==> config.mk <==
export PLATFORM = sky130hd
export DESIGN_NAME = alu_top
export DESIGN_NICKNAME = d
export VERILOG_FILES = /design/src/rtl/alu_top.sv
export SDC_FILE = /design/constraint.sdc
export NUM_CORES = 1
export LEC_CHECK = 0
export ABC_AREA = 1
export CAP_MARGIN = 20
export CORE_AREA = 4 4 76 78
export CTS_BUF_LIST = sky130_fd_sc_hd__clkbuf_16
export DETAILED_ROUTE_END_ITERATION = 10
export DIE_AREA = 0 0 80 82
export GPL_TIMING_DRIVEN = 0
export PLACE_DENSITY = 0.58
export SYNTH_ARGS = -nofsm -noshare
export SYNTH_HDL_FRONTEND = slang
export SYNTH_SLANG_ARGS = --single-unit
==> constraint.sdc <==
create_clock -name clk -period 1.54 [get_ports clk]
set_input_delay 0.308 -clock clk [delete_from_list [all_inputs] [get_ports clk]]
set_output_delay 0.308 -clock clk [all_outputs]
set_load 0.02 [all_outputs]
==> src/rtl/alu_top.sv <==
// alu_top: 4-bit, 8-operation ALU with a registered 8-bit result.
//
// Operands and opcode are captured on a rising clk edge when in_valid is high.
// The result is available one cycle later, qualified by a one-cycle out_valid.
// Back-to-back captures give one result per cycle. There is no stall path.
//
// Ports:
//   clk         in   1  system clock, rising edge
//   rst_n       in   1  asynchronous active-low reset
//   A, B        in   4  unsigned operands
//   opcode      in   3  operation select (see case below)
//   in_valid    in   1  capture A/B/opcode this cycle
//   result      out  8  registered operation result
//   out_valid   out  1  result holds a new value this cycle
//   div_by_zero out  1  registered; set with out_valid on DIV with B == 0
module alu_top (
    input  logic       clk,
    input  logic       rst_n,
    input  logic [3:0] A,
    input  logic [3:0] B,
    input  logic [2:0] opcode,
    input  logic       in_valid,
    output logic [7:0] result,
    output logic       out_valid,
    output logic       div_by_zero
);

    typedef enum logic [2:0] {
        OP_ADD = 3'b000,
        OP_SUB = 3'b001,
        OP_MUL = 3'b010,
        OP_DIV = 3'b011,
        OP_AND = 3'b100,
        OP_OR  = 3'b101,
        OP_XOR = 3'b110,
        OP_NOT = 3'b111
    } alu_op_e;

    logic [7:0] a_ext, b_ext;
    logic [7:0] f_res;
    logic       f_dbz;
    logic [3:0] quot, rem;

    logic [7:0] result_d, result_q;
    logic       out_valid_d, out_valid_q;
    logic       dbz_d, dbz_q;

    assign a_ext = {4'h0, A};
    assign b_ext = {4'h0, B};

    // Divider is guarded so B == 0 never reaches the / and % operators.
    always_comb begin
        quot = 4'h0;
        rem  = 4'h0;
        if (B != 4'h0) begin
            quot = A / B;
            rem  = A % B;
        end
    end

    // Operation result. SUB wraps naturally in 8 bits, giving two's complement.
    always_comb begin
        f_res = 8'h00;
        f_dbz = 1'b0;
        case (alu_op_e'(opcode))
            OP_ADD: f_res = a_ext + b_ext;
            OP_SUB: f_res = a_ext - b_ext;
            OP_MUL: f_res = a_ext * b_ext;
            OP_DIV: begin
                if (B == 4'h0) begin
                    f_res = 8'hFF;
                    f_dbz = 1'b1;
                end else begin
                    f_res = {rem, quot};
                end
            end
            OP_AND: f_res = {4'h0, A & B};
            OP_OR:  f_res = {4'h0, A | B};
            OP_XOR: f_res = {4'h0, A ^ B};
            OP_NOT: f_res = {4'h0, ~A};
            default: f_res = 8'h00;
        endcase
    end

    // Result and flag hold when nothing is captured; out_valid is a pulse.
    always_comb begin
        result_d    = result_q;
        dbz_d       = dbz_q;
        out_valid_d = in_valid;
        if (in_valid) begin
            result_d = f_res;
            dbz_d    = f_dbz;
        end
    end

    always_ff @(posedge clk or negedge rst_n) begin
        if (!rst_n) begin
            result_q    <= 8'h00;
            out_valid_q <= 1'b0;
            dbz_q       <= 1'b0;
        end else begin
            result_q    <= result_d;
            out_valid_q <= out_valid_d;
            dbz_q       <= dbz_d;
        end
    end

    assign result      = result_q;
    assign out_valid   = out_valid_q;
    assign div_by_zero = dbz_q;

endmodule

==> qor.txt, run 1 <==
Root buffer selected by CTS: clkbuf_16
FF-to-FF setup slack: 900 ps
Top FF cell, synth: dfrtp_1
Cell taking the most area after synthesis: ha_1
Fin crit period: 3861 ps
Routability congestion estimate: 0.9371
CTS Buf Count: 3
Final Slew Violations: 0
Worst slew margin: 0.6854
Count of yosys warnings during synthesis: 0
DR iter-0 viols: 86
Post-synth top area share: 0.2295
Clock skew: 0 ps
Die area: 6560 um2
Number of synthesized flops with an enable pin: 0
Grt ovf: 0
Post-synthesis sequential area ratio: 0.1241
Global routing usage on met2: 0.4147
Drt wl/cell: 15.69 um
GRT met3 Usage: 0.03180
Total GRT Usage: 0.2270
Max VDD drop: 0.0005137 V
Power Density: 656.6 nW/um2
Worst setup slack after placement: -3335 ps
R2r startpoint: div_by_zero
Global-route wire length before repair: 11630 um
Worst endpoint required time: 1660 ps
Synthesized net count: 369
Layout cell share with drive strength beyond 1: 0.4044
Row Count: 26
CP peak stage delay: 360 ps
Synthesized cell area: 2017 um2
Worst Setup End Kind: register
DRT Pass-1 Iters: 4
#FFs+latches synth: 10
Reg clk slew, reported paths: 40 ps
GR peak layer: met2
TritonCTS clock tree: built
Tcrit/Tclk final: 2.507
Port bufs: 23
Setup ws final: -2321 ps
Diode count: 0
H-Tree Depth: 1
Clock Latency Late Sink: 230 ps
Area delta synth->final: 68.11%
Number of global-route vias before repair: 2490
Share of flip-flops with an asynchronous set or reset: 1.000
DRC violations left: 0
R2r endpoint: div_by_zero
R2R depth: 2
Cells after Synth: 311
Starting Density: 0.3974
Max-cap violation count: 0
Status: finished with violations
Maximum clock rate: 259.0 MHz
Worst hold slack: 403.7 ps
RSZ-0062 raised after global routing: yes
Largest net degree at the start of global routing: 11
Critical Path Fanout Max: 4
Post-Syn Area per Cell: 6.485 um2
Failing checks: setup timing
Initial antenna violation count: 0
Slew @ Worst Pin: 470.4 ps
Met1 Usage GRT: 0.2732
CP most frequent cell: nand2_2
Count of cell types in the netlist: 30
WS Path Type: primary input to register
DRT antenna net count: 0
Critical-path top delay cell: fa_2
Nets: 473
Leading post-synthesis cells by cell area: ha_1 23%, nand2_1 16%, dfrtp_1 12%, inv_1 9.7%, fa_1 6.9%
Core area: 5075 um2
Leakage power: 1.793 nW
Vias per cell: 4.950
Final setup viols: 8
HPWL Detailed: 4498 um
CP Launch Type: primary input
Clk sinks: 10
Post-Route WL: 7578 um
Hold Path Class: primary input to asynchronous set/reset pin
WP data arrival: 3980 ps
Clock Tree Buf Depth: 2
Endpoints failing hold: 0
Chip height: 82 um
Io pins: 24
Number of vias in the routed layout: 2391
Die Wd: 80 um
-- worst max-delay path by stage --
stage / from / end / slack, ps
floorplan: B[0] / result[6] / -2030
global placement: B[1] / result[6] / -3330
detailed placement: B[0] / result[6] / -3330
CTS: B[0] / result[6] / -2080
global route: B[0] / result[6] / -2520
finish: B[0] / result[6] / -2320
-- area by class of cell --
type | instances | area [um2]
fillers | 437 | 1684
plain buffers | 1 | 13.76
multi-input cells | 241 | 1858
inverters | 59 | 229.0
flip-flops and latches | 10 | 250.2
repair buffers | 99 | 877.1
clock buffers | 3 | 75.07
well taps | 70 | 87.58
-- routing by layer --
metal | routed length (um) | part of all wire
met5 | 0 | 0
met4 | 244 | 0.032
met3 | 322 | 0.042
met2 | 3798 | 0.50
met1 | 3213 | 0.42
-- per-stage QoR --
stage	util	instances	power, mW	setup TNS, ps	cell area [um2]
floorplan	-	311	0.9520	-12100	2113
global placement	0.4790	404	1.230	-22560	2431
detailed placement	0.4790	404	1.232	-22490	2431
CTS	0.6388	477	2.063	-15290	3242
global route	0.6681	483	2.395	-18590	3391
finish	0.6681	483	2.226	-17180	3391
-- layout by cell type (no fill, tap or decap), types with 5 or more instances in the layout --
cell type / Yosys / layout
o21ai_2: 1 / 6
ha_4: 0 / 6
nand3_1: 21 / 12
dfrtp_1: 10 / 10
buf_4: 0 / 59
fa_1: 7 / 6
inv_2: 6 / 10
inv_1: 52 / 46
nor2_1: 20 / 17
o21ai_0: 8 / 5
ha_1: 37 / 29
clkdlybuf4s50_1: 0 / 15
nand2_4: 0 / 5
o21ai_1: 9 / 6
nand3_2: 3 / 8
buf_6: 0 / 19
nand2_1: 88 / 65
a21oi_1: 17 / 13
nand2_2: 1 / 18
nand4_1: 6 / 6
-- power breakdown --
group / internal [mW] / switching [mW] / leakage [nW]
logic: 0.705 / 0.765 / 1.63
clock network: 0.335 / 0.107 / 0.0370
registers: 0.298 / 0.0161 / 0.128
-- kinds of logic (layout without fill, tap and decap cells) --
family          after synthesis  after routing  share of synthesized area
compound gates               42             42                     0.1123
buf+inv                      60            162                     0.1166
simple gates                152            152                     0.3350
fa+ha+maj                    44             44                     0.2990
xor+xnor                      3              3                    0.01303
flops                        10             10                     0.1241
-- cells in the mapped netlist (2+ instances only) --
cell type and number:
nand2_1 88, inv_1 52, ha_1 37, nand3_1 21
nor2_1 20, a21oi_1 17, dfrtp_1 10, o21ai_1 9
o21ai_0 8, fa_1 7, inv_2 6, nand4_1 6
o22ai_1 4, nand3_2 3, nand3b_1 3, nor2_2 3
nor3_1 2, or2_2 2, xnor2_1 2
-- registers in the layout, summed over array words and instances, names as in the netlist --
name         count
div_by_zero      1
out_valid        1
result           8
-- repair_timing --
action                                  CTS  global route
gates resized for setup                  92            22
pin swaps                                44            31
setup buffers                            77             6
hold buffers                              0             0
endpoints found under the setup margin    9             8
-- critical path: cells and delay by family --
| family | cells | cell delay (ps) |
|---|---|---|
| and+or+nand+nor | 17 | 1510 |
| AOI/OAI and AO/OA | 3 | 440 |
| buffers and inverters | 7 | 570 |
| adders and majority gates | 4 | 1120 |
(Power assumes the default switching activity.)
==> run 2, diff against run 1 <==
Settings changed: CORE_AREA 4 4 76 78 to 2 2 74 76, DIE_AREA 0 0 80 82 to 0 0 76 78.
==> run 2 against run 1 <==
The flow still finishes with violations (setup timing). Sequential share of layout area down 0.11 points. Cell area up 1.5%. Die area down 9.6%. Register-to-register slack about the same. Power up 1.8%. Clock skew unchanged. Clock power up 4.8%. First-iteration DRC count up 35%. Sequential power about the same. Highest routed layer unchanged.
==> qor.txt, run 2 (same netlist as run 1, synthesis figures left out) <==
H-Tree Depth: 1 (unchanged)
Final Slew Violations: 0 (unchanged)
DRC violations left: 0 (unchanged)
CP Launch Type: primary input
Non-filler cells, final: 492 (+1.9%)
Setup ws final: -2227 ps (+93.41 ps)
Fin crit period: 3767 ps (-93.41 ps)
Layout cell share with drive strength beyond 1: 0.4076 (+0.003225)
Global-route wire length before repair: 12070 um (+3.8%)
Worst endpoint required time: 1660 ps (about the same)
TritonCTS clock tree: built
Root buffer selected by CTS: clkbuf_16
Failing checks: setup timing
Final setup viols: 8 (unchanged)
Number of vias in the routed layout: 2575 (+7.7%)
Largest net degree at the start of global routing: 11 (unchanged)
Met1 Usage GRT: 0.2813 (+0.008108)
CTS Buf Count: 3 (unchanged)
Clk sinks: 10 (unchanged)
Chip height: 78 um (-4.9%)
Global routing usage on met2: 0.4759 (+0.06116)
Worst Setup End Kind: register
CP peak stage delay: 280 ps (-80 ps)
Pwr Total: 2.267 mW (+1.8%)
Grt ovf: 0 (unchanged)
Post-layout instance area: 3442 um2 (+1.5%)
Post-Route Setup TNS: -16670 ps (+505.9 ps)
Tcrit/Tclk final: 2.446 (-0.06066)
Critical Path Fanout Max: 4 (unchanged)
Die area: 5928 um2 (-9.6%)
DRT antenna net count: 0 (unchanged)
Total GRT Usage: 0.2544 (+0.02744)
Area delta synth->final: 70.66%
Register area: 250.2 um2 (unchanged)
Leakage power: 1.852 nW (+3.3%)
Fin util: 0.6826 (+0.01448)
DR iter-0 viols: 116 (+35%)
Hold Path Class: primary input to asynchronous set/reset pin
Slew @ Worst Pin: 557.8 ps (+87.48 ps)
Diode count: 0 (unchanged)
Area of the multi-input gates: 1898 um2 (+2.2%)
Dpl cell area: 2431 um2 (unchanged)
Worst slew margin: 0.6281 (-0.05733)
Post-Route WL: 7899 um (+4.2%)
HPWL Detailed: 4446 um (-1.2%)
Nets: 481 (+1.7%)
Worst setup slack after placement: -3402 ps (-67.44 ps)
Critical-path top delay cell: ha_4
Clock Latency Late Sink: 230 ps (about the same)
Starting Density: 0.4000 (+0.002564)
Endpoints failing hold: 0 (unchanged)
CP most frequent cell: buf_4
RSZ-0062 raised after global routing: yes
Initial antenna violation count: 0 (unchanged)
Max reg flops: 8 (unchanged)
WP data arrival: 3890 ps (-90 ps)
Routability congestion estimate: 0.8422 (-10%)
Commonest non-fill, non-tap cell in the layout: buf_4
Number of global-route vias before repair: 2651 (+6.5%)
DRT Pass-1 Iters: 4 (unchanged)
Die Wd: 76 um (-5.0%)
GR peak layer: met2
Port bufs: 23 (unchanged)
Status: finished with violations
Commonest cells after routing, fill and taps aside: 80 x buf_4, 63 x nand2_1, 45 x inv_1
Clock skew: 0 ps (unchanged)
Number of hold buffers added after cts: 0 (unchanged)
Worst hold slack: 395.1 ps (-8.552 ps)
Placed cell count: 404 (unchanged)
Clock Tree Buf Depth: 2 (unchanged)
Reg clk slew, reported paths: 40 ps (about the same)
GRT met3 Usage: 0.04186 (+0.01006)
Max VDD drop: 0.0004912 V (-4.4%)
Core area: 5042 um2 (-0.64%)
Max-cap violation count: 0 (unchanged)
Vias per cell: 5.234 (+5.7%)
Drt wl/cell: 16.05 um (+2.3%)
Fill cells: 420 (-3.9%)
WS Path Type: primary input to register
Maximum clock rate: 265.4 MHz (+2.5%)
Io pins: 24 (unchanged)
Row Count: 26 (unchanged)
Power Density: 658.6 nW/um2 (+0.30%)
-- run 2: power by group --
part	total [mW]	internal, mW	switching [mW]
logic	1.49	0.710	0.779
registers	0.315	0.297	0.0173
clock network	0.463	0.341	0.122
-- run 2: per-layer routing --
layer | wire, um | vias to the layer above
met5 | 0 | -
met4 | 287 | 0
met3 | 315 | 29
met2 | 4049 | 81
met1 | 3246 | 1241
li1 | - | 1224
-- run 2: critical path: cells and delay by family --
kind / cells / cell delay [ps]
AOI/OAI and AO/OA: 2 / 190
and+or+nand+nor: 10 / 790
adders and majority gates: 2 / 500
buffers and inverters: 19 / 2090
-- run 2: worst paths after layout --
path / depth (start not counted) / endpoint / startpoint / slack (ps)
worst max-delay path: 33 / result[2] / B[0] / -2230
worst min-delay path: 1 / out_valid / rst_n / 400
worst max register to register: 2 / result[2] / result[2] / 890
worst min register to register: 2 / result[4] / result[4] / 480
max in group asynchronous: 1 / result[0] / rst_n / 820
min in group clk: 2 / result[4] / result[4] / 480
-- run 2: timing repair --
item,CTS,global route
buffers inserted,81,9
endpoints found under the setup margin,9,10
pin swaps,48,31
resized for setup,69,32
-- run 2: cell type report --
| class | count | area share |
|---|---|---|
| Clock inverter | 1 | 0.001091 |
| Inverter | 59 | 0.06725 |
| Multi-Input combinational cell | 241 | 0.5514 |
| Sequential cell | 10 | 0.07270 |
| Timing Repair Buffer | 107 | 0.2563 |
| Tap cell | 70 | 0.02545 |
| Buffer | 1 | 0.003999 |
| Clock buffer | 3 | 0.02181 |
==> patch (flow settings as in run 1) <==
Take the reset off `result_q` and load it in a clocked block of its own.
--- a/src/rtl/alu_top.sv
+++ b/src/rtl/alu_top.sv
@@ -95,14 +95,16 @@
 
     always_ff @(posedge clk or negedge rst_n) begin
         if (!rst_n) begin
-            result_q    <= 8'h00;
             out_valid_q <= 1'b0;
             dbz_q       <= 1'b0;
         end else begin
-            result_q    <= result_d;
             out_valid_q <= out_valid_d;
             dbz_q       <= dbz_d;
         end
+    end
+
+    always_ff @(posedge clk) begin
+        result_q <= result_d;
     end
 
     assign result      = result_q;
Behaviour: not the same (a bounded check fails within 4 cycles, from zero or initial values and one cycle with rst_n low).
==> patch against run 1 <==
  * Cell area down 12%
  * Utilization down 8.0 points
  * Global-route usage down 5.1 points
  * Sequential cell count did not move
  * Non-clock buffer count down 43
  * The run still ends with setup timing left
  * Highest routed layer unchanged
  * Largest cell class unchanged
  * Worst setup slack better by 0.11 ns
  * Clock skew unchanged
  * Total power decreased by 13%
  * Wire length fell by 23%
  * Synthesized area shrank 1.5%
==> patch: results <==
{
  "grt_pass1_wl_microns": 9090,
  "finalSetupViolCount": 8,
  "synth_nets": 344,
  "grt_util_met3": 0.0154,
  "vias": 2091,
  "cp_slowest_cell": "o211ai_1",
  "root_buffer": "clkbuf_16",
  "whs_ns": 0.239,
  "r2r_slack_ns": 0.94,
  "synth-adder-area-share": 0.304,
  "p_leak_uw": 0.00152,
  "first_global_vias": 1949,
  "ys_types": 33,
  "gr-usage-met2": 0.306,
  "ir_drop_mv": 0.438,
  "p_sw_frac": 0.379,
  "dp_hpwl_microns": 4160,
  "routed_wl_microns": 5840,
  "async_flop_share": 0.200,
  "grt_util_met1": 0.233,
  "status": "complete, but fails checks",
  "place_area_sq_um": 2370,
  "synth_compound_area_frac": 0.0831,
  "violations": "setup timing",
  "worst_path_largest_cell_delay_ns": 0.32,
  "synth_ff_type": "edfxtp_1",
  "grt_usage": 0.176,
  "final_layout_size_suffix_gt1_frac": 0.351,
  "ys_seq_area_frac": 0.146,
  "insertion_delay_ns": 0.23,
  "comb_power_share": 0.596,
  "yosys-top-cells-area": "ha_1 (23%), nand2_1 (13%), edfxtp_1 (12%), inv_1 (9.8%), nand3_1 (7.6%)",
  "synth_xor_area_frac": 0.0176,
  "drt_iter0_markers": 123,
  "critPathTopFamily": "buffers and inverters",
  "synth_top_cells_by_count": "nand2_1 (68), inv_1 (52), ha_1 (37), nand3_1 (30), nor2_1 (13)",
  "path_buf_inv": 13,
  "synth-edff-count": 8,
  "slew-limit-headroom": 0.598,
  "drv_cap": 0,
  "place_ws_ns": -3.47,
  "io_buffers": 21,
  "r2r_cells": 2,
  "nets": 404,
  "setup_slack_ns": -2.21,
  "place.gp.congestion": 0.840,
  "cp.arrival_ns": 3.72
}
-- patch: cell types whose count changed after synthesis, moves of 2 or more --
cell,run 1,this run
a21oi_1,17,11
dfrtp_1,10,2
edfxtp_1,0,8
nand2_1,88,68
nand3_1,21,30
nand3_2,3,1
nand4_1,6,8
nor2_1,20,13
nor2_2,3,1
nor3_1,2,4
nor3_4,0,3
o21ai_1,9,4
-- patch: power by group through the flow --
stage | clock network [uW] | logic, uW | registers (uW)
global route | 470 | 1270 | 341
floorplan | 0 | 556 | 384
global placement | 0 | 841 | 342
detailed placement | 0 | 847 | 343
finish | 444 | 1160 | 338
CTS | 453 | 1010 | 339
-- patch: what timing repair did --
item / CTS / global route
pin swaps: 27 / 29
gates resized for setup: 89 / 29
cloned: 0 / 0
buffers inserted: 26 / 8
setup endpoints to repair: 9 / 9
-- patch: final cells by class --
type                            count  area, sq um
Fill cell                         488         2090
Multi-Input combinational cell    215         1760
Timing Repair Buffer               55          520
Sequential cell                    10          290
Inverter                           59          231
Tap cell                           70         87.6
Clock buffer                        3         75.1
Buffer                              2         18.8
Clock inverter                      1         3.75
-- patch: per-stage QoR --
step,instances,TNS (ns)
final,415,-13.47
after global routing,415,-14.66
after CTS,407,-12.72
after detailed placement,377,-23.52
after global placement,377,-23.42
after floorplan,286,-12.64
-- patch: logic make-up (layout without fill, tap and decap cells) --
logic type | count (synthesis) | in the layout
adders and majority gates | 44 | 44
xor gates and xnor gates | 4 | 4
DFF | 10 | 10
and+or+nand+nor | 137 | 137
AOI/OAI and AO/OA | 30 | 30
buffers and inverters | 61 | 120
-- patch: per-layer routing --
layer  routed length [microns]  share of wire
met2                      2840           0.49
met4                       101          0.017
met3                       328          0.056
met5                         0              0
met1                      2560           0.44
-- patch: worst max path at each step --
stage	from	end	cells past startpoint
2_1_floorplan	B[0]	result[7]$_DFFE_PP_	27
3_3_place_gp	B[0]	result[7]$_DFFE_PP_	27
3_5_place_dp	B[1]	result[7]$_DFFE_PP_	26
4_1_cts	B[0]	result[6]$_DFFE_PP_	28
5_1_grt	B[0]	result[6]$_DFFE_PP_	31
6_report	B[0]	result[7]$_DFFE_PP_	28
